--- config.mk ---
export PLATFORM = sky130hd
export DESIGN_NAME = cache_axi_arbiter_flat
export DESIGN_NICKNAME = d
export VERILOG_FILES = /design/src/rtl/cache_arb_pkg.sv /design/src/rtl/cache_axi_arbiter_if.sv /design/src/rtl/cache_arb_pick.sv /design/src/rtl/cache_axi_arbiter.sv /design/src/flat_wrapper.sv
export SDC_FILE = /design/constraint.sdc
export NUM_CORES = 1
export LEC_CHECK = 0
export BUFFER_PORTS_ARGS = -buffer_cell sky130_fd_sc_hd__buf_2
export CAP_MARGIN = 10
export CORE_AREA = 2 2 218 220
export CTS_CLUSTER_SIZE = 14
export DETAILED_ROUTE_END_ITERATION = 8
export DIE_AREA = 0 0 220 222
export SYNTH_ARGS = -nofsm -noshare
export SYNTH_HDL_FRONTEND = slang
export SYNTH_SLANG_ARGS = --single-unit
--- constraint.sdc ---
create_clock -name clk -period 3.1 [get_ports clk]
set_input_delay 0.62 -clock clk [delete_from_list [all_inputs] [get_ports clk]]
set_output_delay 0.62 -clock clk [all_outputs]
set_load 0.1 [all_outputs]
--- src/rtl/cache_arb_pkg.sv ---
// ---------------------------------------------------------------------------
// cache_arb_pkg
// Shared definitions for the icache/dcache -> AXI controller arbiter:
//   - arb_state_e : arbiter session states
//   - MST_IC/MST_DC : master ids; also the bit positions in the one-hot grant
//   - AXI_READ/AXI_WRITE : encodings of the controller's direction input
// ---------------------------------------------------------------------------
package cache_arb_pkg;

  typedef enum logic [1:0] {
    ARB_IDLE    = 2'd0,
    ARB_GNT_IC  = 2'd1,
    ARB_GNT_DC  = 2'd2,
    ARB_RELEASE = 2'd3
  } arb_state_e;

  localparam logic MST_IC = 1'b0;
  localparam logic MST_DC = 1'b1;

  localparam logic AXI_READ  = 1'b0;
  localparam logic AXI_WRITE = 1'b1;

endpackage

--- src/rtl/cache_axi_arbiter_if.sv ---
// ---------------------------------------------------------------------------
// cache_axi_arbiter_if
// Bundles every signal between the two caches, the arbiter and axi_ctl.
//   modport master : the arbiter's view (it masters the AXI controller)
//       in : ic_req/ic_addr/ic_fifo_idx/ic_fifo_done,
//            dc_req/dc_rw/dc_addr/dc_fifo_wen/dc_wdata/dc_fifo_idx/dc_fifo_done,
//            axi_done/axi_data_i
//       out: ic_done/ic_data, dc_done/dc_rdata,
//            axi_req/axi_rw/axi_req_addr/axi_fifo_wen/axi_data_o/
//            axi_fifo_idx/axi_fifo_done
//   modport slave  : the surrounding caches and axi_ctl (directions mirrored)
// Parameters: ADDR_W request address, DATA_W fifo data, IDX_W fifo index.
// ---------------------------------------------------------------------------
interface cache_axi_arbiter_if #(
  parameter int ADDR_W = 64,
  parameter int DATA_W = 64,
  parameter int IDX_W  = 9
);

  // icache side
  logic              ic_req;
  logic [ADDR_W-1:0] ic_addr;
  logic [IDX_W-1:0]  ic_fifo_idx;
  logic              ic_fifo_done;
  logic              ic_done;
  logic [DATA_W-1:0] ic_data;

  // dcache side
  logic              dc_req;
  logic              dc_rw;
  logic [ADDR_W-1:0] dc_addr;
  logic              dc_fifo_wen;
  logic [DATA_W-1:0] dc_wdata;
  logic [IDX_W-1:0]  dc_fifo_idx;
  logic              dc_fifo_done;
  logic              dc_done;
  logic [DATA_W-1:0] dc_rdata;

  // axi_ctl side
  logic              axi_req;
  logic              axi_rw;
  logic [ADDR_W-1:0] axi_req_addr;
  logic              axi_fifo_wen;
  logic [DATA_W-1:0] axi_data_o;
  logic [IDX_W-1:0]  axi_fifo_idx;
  logic              axi_fifo_done;
  logic              axi_done;
  logic [DATA_W-1:0] axi_data_i;

  modport master (
    input  ic_req, ic_addr, ic_fifo_idx, ic_fifo_done,
    output ic_done, ic_data,
    input  dc_req, dc_rw, dc_addr, dc_fifo_wen, dc_wdata, dc_fifo_idx, dc_fifo_done,
    output dc_done, dc_rdata,
    output axi_req, axi_rw, axi_req_addr, axi_fifo_wen, axi_data_o,
    output axi_fifo_idx, axi_fifo_done,
    input  axi_done, axi_data_i
  );

  modport slave (
    output ic_req, ic_addr, ic_fifo_idx, ic_fifo_done,
    input  ic_done, ic_data,
    output dc_req, dc_rw, dc_addr, dc_fifo_wen, dc_wdata, dc_fifo_idx, dc_fifo_done,
    input  dc_done, dc_rdata,
    input  axi_req, axi_rw, axi_req_addr, axi_fifo_wen, axi_data_o,
    input  axi_fifo_idx, axi_fifo_done,
    output axi_done, axi_data_i
  );

endinterface

--- src/rtl/cache_arb_pick.sv ---
// ---------------------------------------------------------------------------
// cache_arb_pick
// Combinational grant selection among pending cache requests.
//   ic_req, dc_req : pending requests
//   rr_last        : master granted most recently (only with CACHE_ARB_RR_EN)
//   gnt            : one-hot next grant, bit MST_DC / bit MST_IC; 00 = none
// Configuration macro CACHE_ARB_RR_EN:
//   defined   -> round-robin, a tie goes to the master not granted last
//   undefined -> fixed priority, dcache over icache
// ---------------------------------------------------------------------------
module cache_arb_pick
  import cache_arb_pkg::*;
(
  input  logic       ic_req,
  input  logic       dc_req,
`ifdef CACHE_ARB_RR_EN
  input  logic       rr_last,
`endif
  output logic [1:0] gnt
);

  always_comb begin
    gnt = '0;
`ifdef CACHE_ARB_RR_EN
    if (ic_req && dc_req) begin
      if (rr_last == MST_IC) gnt[MST_DC] = 1'b1;
      else                   gnt[MST_IC] = 1'b1;
    end else begin
      gnt[MST_DC] = dc_req;
      gnt[MST_IC] = ic_req;
    end
`else
    // The core stalls on the dcache anyway, so icache starvation is accepted.
    if (dc_req) gnt[MST_DC] = 1'b1;
    else        gnt[MST_IC] = ic_req;
`endif
  end

endmodule

--- src/rtl/cache_axi_arbiter.sv ---
// ---------------------------------------------------------------------------
// cache_axi_arbiter
// Shares the single AXI controller between the icache (read-only refill) and
// the dcache (dirty write-back + refill). One cache at a time owns an
// exclusive session that lasts until it pulses its fifo_done; a one-cycle
// release gap follows so axi_ctl sees req low before the next session.
// Ports:
//   clk     : clock
//   rst     : asynchronous, active-high reset
//   bus     : cache_axi_arbiter_if.master (both caches + axi_ctl signals)
//   grant_o : {dc, ic} one-hot current grant, 00 = none
// Parameters: ADDR_W, DATA_W, IDX_W (must match the interface instance).
// Configuration: CACHE_ARB_RR_EN selects round-robin instead of dc > ic.
// Only the state (and rr_last) is registered; all outputs decode from it, so
// reset clears every output without waiting for a clock edge.
// ---------------------------------------------------------------------------
module cache_axi_arbiter
  import cache_arb_pkg::*;
#(
  parameter int ADDR_W = 64,
  parameter int DATA_W = 64,
  parameter int IDX_W  = 9
) (
  input  logic                clk,
  input  logic                rst,
  cache_axi_arbiter_if.master bus,
  output logic [1:0]          grant_o
);

  arb_state_e        state;
  arb_state_e        state_nxt;
  logic [1:0]        pick_gnt;
  logic              gnt_ic;
  logic              gnt_dc;

  logic              req_mux;
  logic              rw_mux;
  logic              wen_mux;
  logic              fifo_done_mux;
  logic [ADDR_W-1:0] addr_mux;
  logic [DATA_W-1:0] wdata_mux;
  logic [IDX_W-1:0]  idx_mux;
  logic [DATA_W-1:0] ic_data_ret;
  logic [DATA_W-1:0] dc_data_ret;

`ifdef CACHE_ARB_RR_EN
  logic rr_last;

  // Reset value IC makes dcache win the first tie.
  always_ff @(posedge clk or posedge rst) begin
    if (rst) begin
      rr_last <= MST_IC;
    end else if (state == ARB_IDLE && pick_gnt != 2'b00) begin
      rr_last <= pick_gnt[MST_DC] ? MST_DC : MST_IC;
    end
  end

  cache_arb_pick u_pick (
    .ic_req  (bus.ic_req),
    .dc_req  (bus.dc_req),
    .rr_last (rr_last),
    .gnt     (pick_gnt)
  );
`else
  cache_arb_pick u_pick (
    .ic_req  (bus.ic_req),
    .dc_req  (bus.dc_req),
    .gnt     (pick_gnt)
  );
`endif

  always_ff @(posedge clk or posedge rst) begin
    if (rst) state <= ARB_IDLE;
    else     state <= state_nxt;
  end

  always_comb begin
    state_nxt     = state;
    gnt_ic        = (state == ARB_GNT_IC);
    gnt_dc        = (state == ARB_GNT_DC);
    req_mux       = 1'b0;
    rw_mux        = AXI_READ;
    wen_mux       = 1'b0;
    fifo_done_mux = 1'b0;
    addr_mux      = '0;
    wdata_mux     = '0;
    idx_mux       = '0;
    ic_data_ret   = '0;
    dc_data_ret   = '0;

    case (state)
      ARB_IDLE: begin
        if (pick_gnt[MST_DC])      state_nxt = ARB_GNT_DC;
        else if (pick_gnt[MST_IC]) state_nxt = ARB_GNT_IC;
      end
      ARB_GNT_IC: begin
        // icache only refills: direction and fifo write enable are forced off.
        req_mux       = bus.ic_req;
        addr_mux      = bus.ic_addr;
        idx_mux       = bus.ic_fifo_idx;
        fifo_done_mux = bus.ic_fifo_done;
        ic_data_ret   = bus.axi_data_i;
        if (bus.ic_fifo_done) state_nxt = ARB_RELEASE;
      end
      ARB_GNT_DC: begin
        // dc_rw may flip write-back -> refill inside one session; no regrant.
        req_mux       = bus.dc_req;
        rw_mux        = (bus.dc_rw == AXI_WRITE) ? AXI_WRITE : AXI_READ;
        wen_mux       = bus.dc_fifo_wen;
        addr_mux      = bus.dc_addr;
        wdata_mux     = bus.dc_wdata;
        idx_mux       = bus.dc_fifo_idx;
        fifo_done_mux = bus.dc_fifo_done;
        dc_data_ret   = bus.axi_data_i;
        if (bus.dc_fifo_done) state_nxt = ARB_RELEASE;
      end
      ARB_RELEASE: begin
        // Requests are not sampled here; they are picked up in IDLE.
        state_nxt = ARB_IDLE;
      end
      default: state_nxt = ARB_IDLE;
    endcase
  end

  assign bus.axi_req       = req_mux;
  assign bus.axi_rw        = rw_mux;
  assign bus.axi_req_addr  = addr_mux;
  assign bus.axi_fifo_wen  = wen_mux;
  assign bus.axi_data_o    = wdata_mux;
  assign bus.axi_fifo_idx  = idx_mux;
  assign bus.axi_fifo_done = fifo_done_mux;

  assign bus.ic_done  = gnt_ic & bus.axi_done;
  assign bus.ic_data  = ic_data_ret;
  assign bus.dc_done  = gnt_dc & bus.axi_done;
  assign bus.dc_rdata = dc_data_ret;

  assign grant_o = {gnt_dc, gnt_ic};

  // A granted cache must hold req until the cycle it pulses fifo_done;
  // dropping it early leaves the grant stuck and is a protocol violation.
  a_ic_req_held: assert property (@(posedge clk) disable iff (rst)
                                  gnt_ic |-> (bus.ic_req || bus.ic_fifo_done));
  a_dc_req_held: assert property (@(posedge clk) disable iff (rst)
                                  gnt_dc |-> (bus.dc_req || bus.dc_fifo_done));

endmodule

--- src/flat_wrapper.sv ---
// flat-port wrapper written by rule: the top's interface ports become plain ports
module cache_axi_arbiter_flat import cache_arb_pkg::*;
#(
  parameter int ADDR_W = 64,
  parameter int DATA_W = 64,
  parameter int IDX_W  = 9
)
  (clk, rst, grant_o, bus_ic_req, bus_ic_addr, bus_ic_fifo_idx, bus_ic_fifo_done, bus_ic_done, bus_ic_data, bus_dc_req, bus_dc_rw, bus_dc_addr, bus_dc_fifo_wen, bus_dc_wdata, bus_dc_fifo_idx, bus_dc_fifo_done, bus_dc_done, bus_dc_rdata, bus_axi_req, bus_axi_rw, bus_axi_req_addr, bus_axi_fifo_wen, bus_axi_data_o, bus_axi_fifo_idx, bus_axi_fifo_done, bus_axi_done, bus_axi_data_i);
  cache_axi_arbiter_if #(.ADDR_W(ADDR_W), .DATA_W(DATA_W), .IDX_W(IDX_W)) bus_i ();
  input  logic clk;
  input  logic rst;
  output logic [1:0] grant_o;
  input wire logic [$bits(bus_i.ic_req)-1:0] bus_ic_req;
  input wire logic [$bits(bus_i.ic_addr)-1:0] bus_ic_addr;
  input wire logic [$bits(bus_i.ic_fifo_idx)-1:0] bus_ic_fifo_idx;
  input wire logic [$bits(bus_i.ic_fifo_done)-1:0] bus_ic_fifo_done;
  output wire logic [$bits(bus_i.ic_done)-1:0] bus_ic_done;
  output wire logic [$bits(bus_i.ic_data)-1:0] bus_ic_data;
  input wire logic [$bits(bus_i.dc_req)-1:0] bus_dc_req;
  input wire logic [$bits(bus_i.dc_rw)-1:0] bus_dc_rw;
  input wire logic [$bits(bus_i.dc_addr)-1:0] bus_dc_addr;
  input wire logic [$bits(bus_i.dc_fifo_wen)-1:0] bus_dc_fifo_wen;
  input wire logic [$bits(bus_i.dc_wdata)-1:0] bus_dc_wdata;
  input wire logic [$bits(bus_i.dc_fifo_idx)-1:0] bus_dc_fifo_idx;
  input wire logic [$bits(bus_i.dc_fifo_done)-1:0] bus_dc_fifo_done;
  output wire logic [$bits(bus_i.dc_done)-1:0] bus_dc_done;
  output wire logic [$bits(bus_i.dc_rdata)-1:0] bus_dc_rdata;
  output wire logic [$bits(bus_i.axi_req)-1:0] bus_axi_req;
  output wire logic [$bits(bus_i.axi_rw)-1:0] bus_axi_rw;
  output wire logic [$bits(bus_i.axi_req_addr)-1:0] bus_axi_req_addr;
  output wire logic [$bits(bus_i.axi_fifo_wen)-1:0] bus_axi_fifo_wen;
  output wire logic [$bits(bus_i.axi_data_o)-1:0] bus_axi_data_o;
  output wire logic [$bits(bus_i.axi_fifo_idx)-1:0] bus_axi_fifo_idx;
  output wire logic [$bits(bus_i.axi_fifo_done)-1:0] bus_axi_fifo_done;
  input wire logic [$bits(bus_i.axi_done)-1:0] bus_axi_done;
  input wire logic [$bits(bus_i.axi_data_i)-1:0] bus_axi_data_i;
  assign bus_i.ic_req = bus_ic_req;
  assign bus_i.ic_addr = bus_ic_addr;
  assign bus_i.ic_fifo_idx = bus_ic_fifo_idx;
  assign bus_i.ic_fifo_done = bus_ic_fifo_done;
  assign bus_ic_done = bus_i.ic_done;
  assign bus_ic_data = bus_i.ic_data;
  assign bus_i.dc_req = bus_dc_req;
  assign bus_i.dc_rw = bus_dc_rw;
  assign bus_i.dc_addr = bus_dc_addr;
  assign bus_i.dc_fifo_wen = bus_dc_fifo_wen;
  assign bus_i.dc_wdata = bus_dc_wdata;
  assign bus_i.dc_fifo_idx = bus_dc_fifo_idx;
  assign bus_i.dc_fifo_done = bus_dc_fifo_done;
  assign bus_dc_done = bus_i.dc_done;
  assign bus_dc_rdata = bus_i.dc_rdata;
  assign bus_axi_req = bus_i.axi_req;
  assign bus_axi_rw = bus_i.axi_rw;
  assign bus_axi_req_addr = bus_i.axi_req_addr;
  assign bus_axi_fifo_wen = bus_i.axi_fifo_wen;
  assign bus_axi_data_o = bus_i.axi_data_o;
  assign bus_axi_fifo_idx = bus_i.axi_fifo_idx;
  assign bus_axi_fifo_done = bus_i.axi_fifo_done;
  assign bus_i.axi_done = bus_axi_done;
  assign bus_i.axi_data_i = bus_axi_data_i;
  cache_axi_arbiter #(.ADDR_W(ADDR_W), .DATA_W(DATA_W), .IDX_W(IDX_W)) u_core (.clk(clk), .rst(rst), .bus(bus_i), .grant_o(grant_o));
endmodule
* Word level (Yosys, flattened, before mapping)
Cells that the tools add are included.
** Storage, ports and cells
- Memories :: 0
- Logic and storage cells :: 28
- Latch bits :: 0
- Output and inout bits :: 273
- Bits in read-only memories :: 0
- Bits in registers :: 2
- Memory bits (writable) :: 0
- Input port bits :: 283
** Cells by class
- Multiply operators :: 0
- Div/mod/pow operators :: 0
- Bitwise gates (word level) :: 2
- Reductions and logical operators :: 2
- $lt $le $gt $ge :: 0
- Equality and inequality tests :: 6
- Multiplexer cells :: 17
- Add/subtract/negate cells :: 0
- Shift operators :: 0
** Operators by type and width (count)
- 64-bit two-way mux :: 3
- 64-bit one-hot mux with 2 select lines :: 1
- 9-bit one-hot mux with 2 select lines :: 1
- 2-bit two-way mux :: 4
- 2-bit one-hot mux with 4 select lines :: 1
- 1-bit two-way mux :: 5
- 2-bit == test (second input constant) :: 2
- 2-bit inequality test (second input constant) :: 2
- 1-bit one-hot mux with 2 select lines :: 2
- 3-bit by 1-bit inequality test with 1-bit output (second input constant) :: 1
- 3-bit AND reduction :: 1
- 1-bit bitwise AND :: 2
- 2-bit by 1-bit == test with 1-bit output (second input constant) :: 1
- 2-bit zero test :: 1

* Logic depth before layout (Yosys ltp)
- Depth after elaboration :: 4
- Depth in mapped cells :: 7
- Mapped depth without buffers :: 5

* Modules after synthesis
From an unflattened synthesis, not the netlist that was laid out.
** Unflattened totals
- Cells, all modules :: 416
- Area, all modules :: 2788.9 sq um
** By module, submodules not included
- cache_axi_arbiter :: cells an instance 414, area an instance 2767.7 sq um, instances 1, sequential area each 50.0 sq um
- cache_arb_pick :: cells an instance 2, area an instance 21.3 sq um, instances 1, sequential area each 0.0 sq um

* Least setup slack after synthesis
No wires, ideal clock.
- Path kind :: register to output
- Start :: register u_core.state[0]
- End :: output bus_axi_req_addr[33]
- Path slack :: 0.014 ns
- Required time :: 2.480 ns
- Arrival time :: 2.466 ns
- Cell stages (with the launch flop) :: 6
- Path buffers :: 2
- Path through :: dfrtp_1 -> inv_1 -> ha_1 -> clkbuf_2 -> buf_2 -> nor2b_1
** Between the ends
- Cells in the longest elaborated chain, start to end :: 2
- Elaborated cells on any way between the ends :: 3
- Those cells by class :: 2 x eq/ne; 1 x mux
** Ends and longest elaborated chain
- start: declaration :: RTL line cache_axi_arbiter.sv:30 : arb_state_e state;
- start signal: assignment :: RTL line cache_axi_arbiter.sv:74 : else state <= state_nxt;
- 2-bit == test / 2-bit by 1-bit == test with 1-bit output (equally long branches) :: RTL line cache_axi_arbiter.sv:91 : case (state)
- 64-bit one-hot mux with 2 select lines (*) :: RTL line cache_axi_arbiter.sv:91
- end: declaration :: RTL line flat_wrapper.sv:30 : output wire logic [$bits(bus_i.axi_req_addr)-1:0] bus_axi_req_addr;
Mark *: on every way between the ends. The rest lies on a longest branch, timed or not.

* Final worst setup path
- Start :: register u_core.state[1]
- End :: output bus_axi_req_addr[24]
Same word-level chain as after synthesis.

==> impl_metrics.py <==
metrics = {
    "run_status": {
        "outcome": "finished, final reports clean",
    },
    "critical_path": {
        "arrival_ns": 2.21,
        "reg2reg_depth": 6,
        "worst_setup_path_end_kind": "primary output",
        "crit_required_ns": 2.48,
        "crit_type": "register to primary output",
        "crit_fanout": 59,
        "cp-start-kind": "register",
    },
    "yosys": {
        "synth_top_area_cell": "and2_1",
        "syn_nets": 703,
        "ys_ff_latch": 2,
        "syn_inst": 414,
        "synth_area_leaders": "and2_1, a22oi_1, nor2b_1",
        "synth.yosys.seq_area_share_pct": 1.81,
        "ys_warn_count": 0,
        "synth_area_um2": 2760,
        "synth_cell_types": 17,
        "avgSynthCellArea_um2": 6.66,
        "synth_top_area_share_pct": 44.4,
    },
    "route": {
        "drtPass1Iterations": 4,
        "drc_errors": 0,
        "antenna_left": 0,
        "wire_per_inst_um": 11.0,
        "drtIter0Drc": 230,
        "vias": 4836,
        "via_per_inst": 3.14,
        "wirelength_mm": 16.9,
    },
    "placed_design": {
        "dp_cells": 1538,
        "port_buffers": 555,
        "finalWeightedCongestion": 0.798,
        "hpwl_mm": 14.9,
        "placed_area_um2": 6370,
    },
    "clock_tree": {
        "clk_latency_ns": 0.22,
        "clk_path_buf_depth": 2,
        "ctsHoldBuffers": 0,
        "clock-sinks": 2,
        "post_cts_buffers": 0,
        "path_clk_slew_ns": 0.03,
        "cts_buffers": 3,
        "cts_root_buffer": "clkbuf_16",
        "htreeDepth": 1,
        "ctsResizeCount": 0,
        "cts_tree": "built",
    },
    "layout": {
        "layout_commonest_cell": "buf_2",
        "drive_above_1_share_pct": 61.5,
        "syn_to_final_growth_pct": 133,
        "layout_common_cells": "buf_2, and2_1, a22oi_1, nor2b_1, buf_12",
        "fin_nets": 1225,
        "stdcell_area_um2": 6440,
        "top_regs": "u_core.state: 2 flops",
        "stdcell_count": 1541,
        "largest_reg_flops": 2,
        "antenna_cells": 0,
        "largest-register": "u_core.state",
    },
    "timing": {
        "rsz0062_at_grt": "false",
        "max_freq_ghz": 0.353,
        "timing.final.crit_share_pct": 91.4,
        "finalCriticalPeriod_ns": 2.83,
        "fin_hold_ws_ns": 0.283,
        "setup_viol": 0,
        "tns_ns": 0,
        "tightest_slew_ns": 0.508,
        "relSlewSlack_pct": 66.4,
        "final_hold_viol_count": 0,
        "fin_worst_skew_ns": 0.00202,
        "slew_viol_final": 0,
    },
    "floorplan": {
        "rows": 79,
        "start_util_pct": 5.96,
        "io_pins": 556,
        "die_h_um": 222,
        "coreArea_um2": 46300,
        "die-area_um2": 48800,
        "fp.dieW_um": 220,
    },
    "global_route": {
        "grt_pass1_vias": 4392,
        "grt_first_pass_wirelength_mm": 23.0,
        "groute.usage.overall_pct": 5.94,
        "grt.overflow.total": 0,
        "grt_max_degree": 74,
        "antenna_found_initial": 1,
    },
    "min_path": {
        "hold_class": "primary input to asynchronous set/reset pin",
    },
    "job": {
        "cap_violations": 0,
    },
}
## Yosys cell counts
library cell  instances
clkbuf_1              4
buf_6                 6
inv_1                 4
a22oi_1              75
buf_2                25
dfrtp_1               2
and2_1              196
nor2b_4               1
nor2_1                1
nor2b_1              75
o21ai_0               1
ha_1                  6
mux2i_1               3
clkbuf_2             11
buf_4                 2
nand2_1               1
a221oi_4              1
## per-layer routing
metal	vias to the layer above	routed length, um	track usage (%)
li1	2390	-	-
met1	2109	6030	6.28
met2	329	9210	12.6
met3	6	1620	0.713
met4	2	52	0.455
met5	-	17	0
## cells by family after synthesis
kind of cell,share of synthesized area [%]
flip-flops,1.81
adder cells (fa/ha/maj),2.72
buffers and inverters,10.6
AND/OR/NAND/NOR,62.2
AO/OA/AOI/OAI,21.5
multiplexers,1.09
## worst max-delay path, cell delays in order (launching register included)
cell     delay [ns]
dfrtp_1        0.40
inv_1          0.15
ha_2           0.54
buf_12         0.24
nor2b_1        0.17
buf_2          0.43
## final timing paths
path | startpoint | endpoint | slack, ns
worst max-delay path | u_core.state[1]$_DFFE_PP0P_ | bus_axi_req_addr[24] | 0.27
worst min-delay path | rst | u_core.state[0]$_DFFE_PP0P_ | 0.28
worst max register to register | u_core.state[0]$_DFFE_PP0P_ | u_core.state[1]$_DFFE_PP0P_ | 1.36
worst min register to register | u_core.state[1]$_DFFE_PP0P_ | u_core.state[1]$_DFFE_PP0P_ | 0.76
max in group asynchronous | rst | u_core.state[1]$_DFFE_PP0P_ | 2.70
min in group clk | u_core.state[1]$_DFFE_PP0P_ | u_core.state[1]$_DFFE_PP0P_ | 0.76
## stage by stage
| stage | utilization, % | worst slack, ns |
|---|---|---|
| final | 13.9 | 0.267 |
| after detailed placement | 13.8 | 0.522 |
| after global routing | 13.9 | 0.139 |
| after global placement | 13.8 | 0.553 |
| after CTS | 13.9 | 0.284 |
| after floorplan | - | 0.0144 |
## area by class of cell
| type | instances | area, um^2 |
|---|---|---|
| fillers | 5322 | 39800 |
| inverters | 4 | 15.0 |
| clock buffers | 3 | 75.1 |
| repair buffers | 565 | 3100 |
| flip-flops and latches | 2 | 50.0 |
| well taps | 607 | 759 |
| multi-input cells | 360 | 2450 |
Power is left out: the tool's default activity adds up to more than one toggle a clock period on the data nets, which glitch-free logic cannot reach.
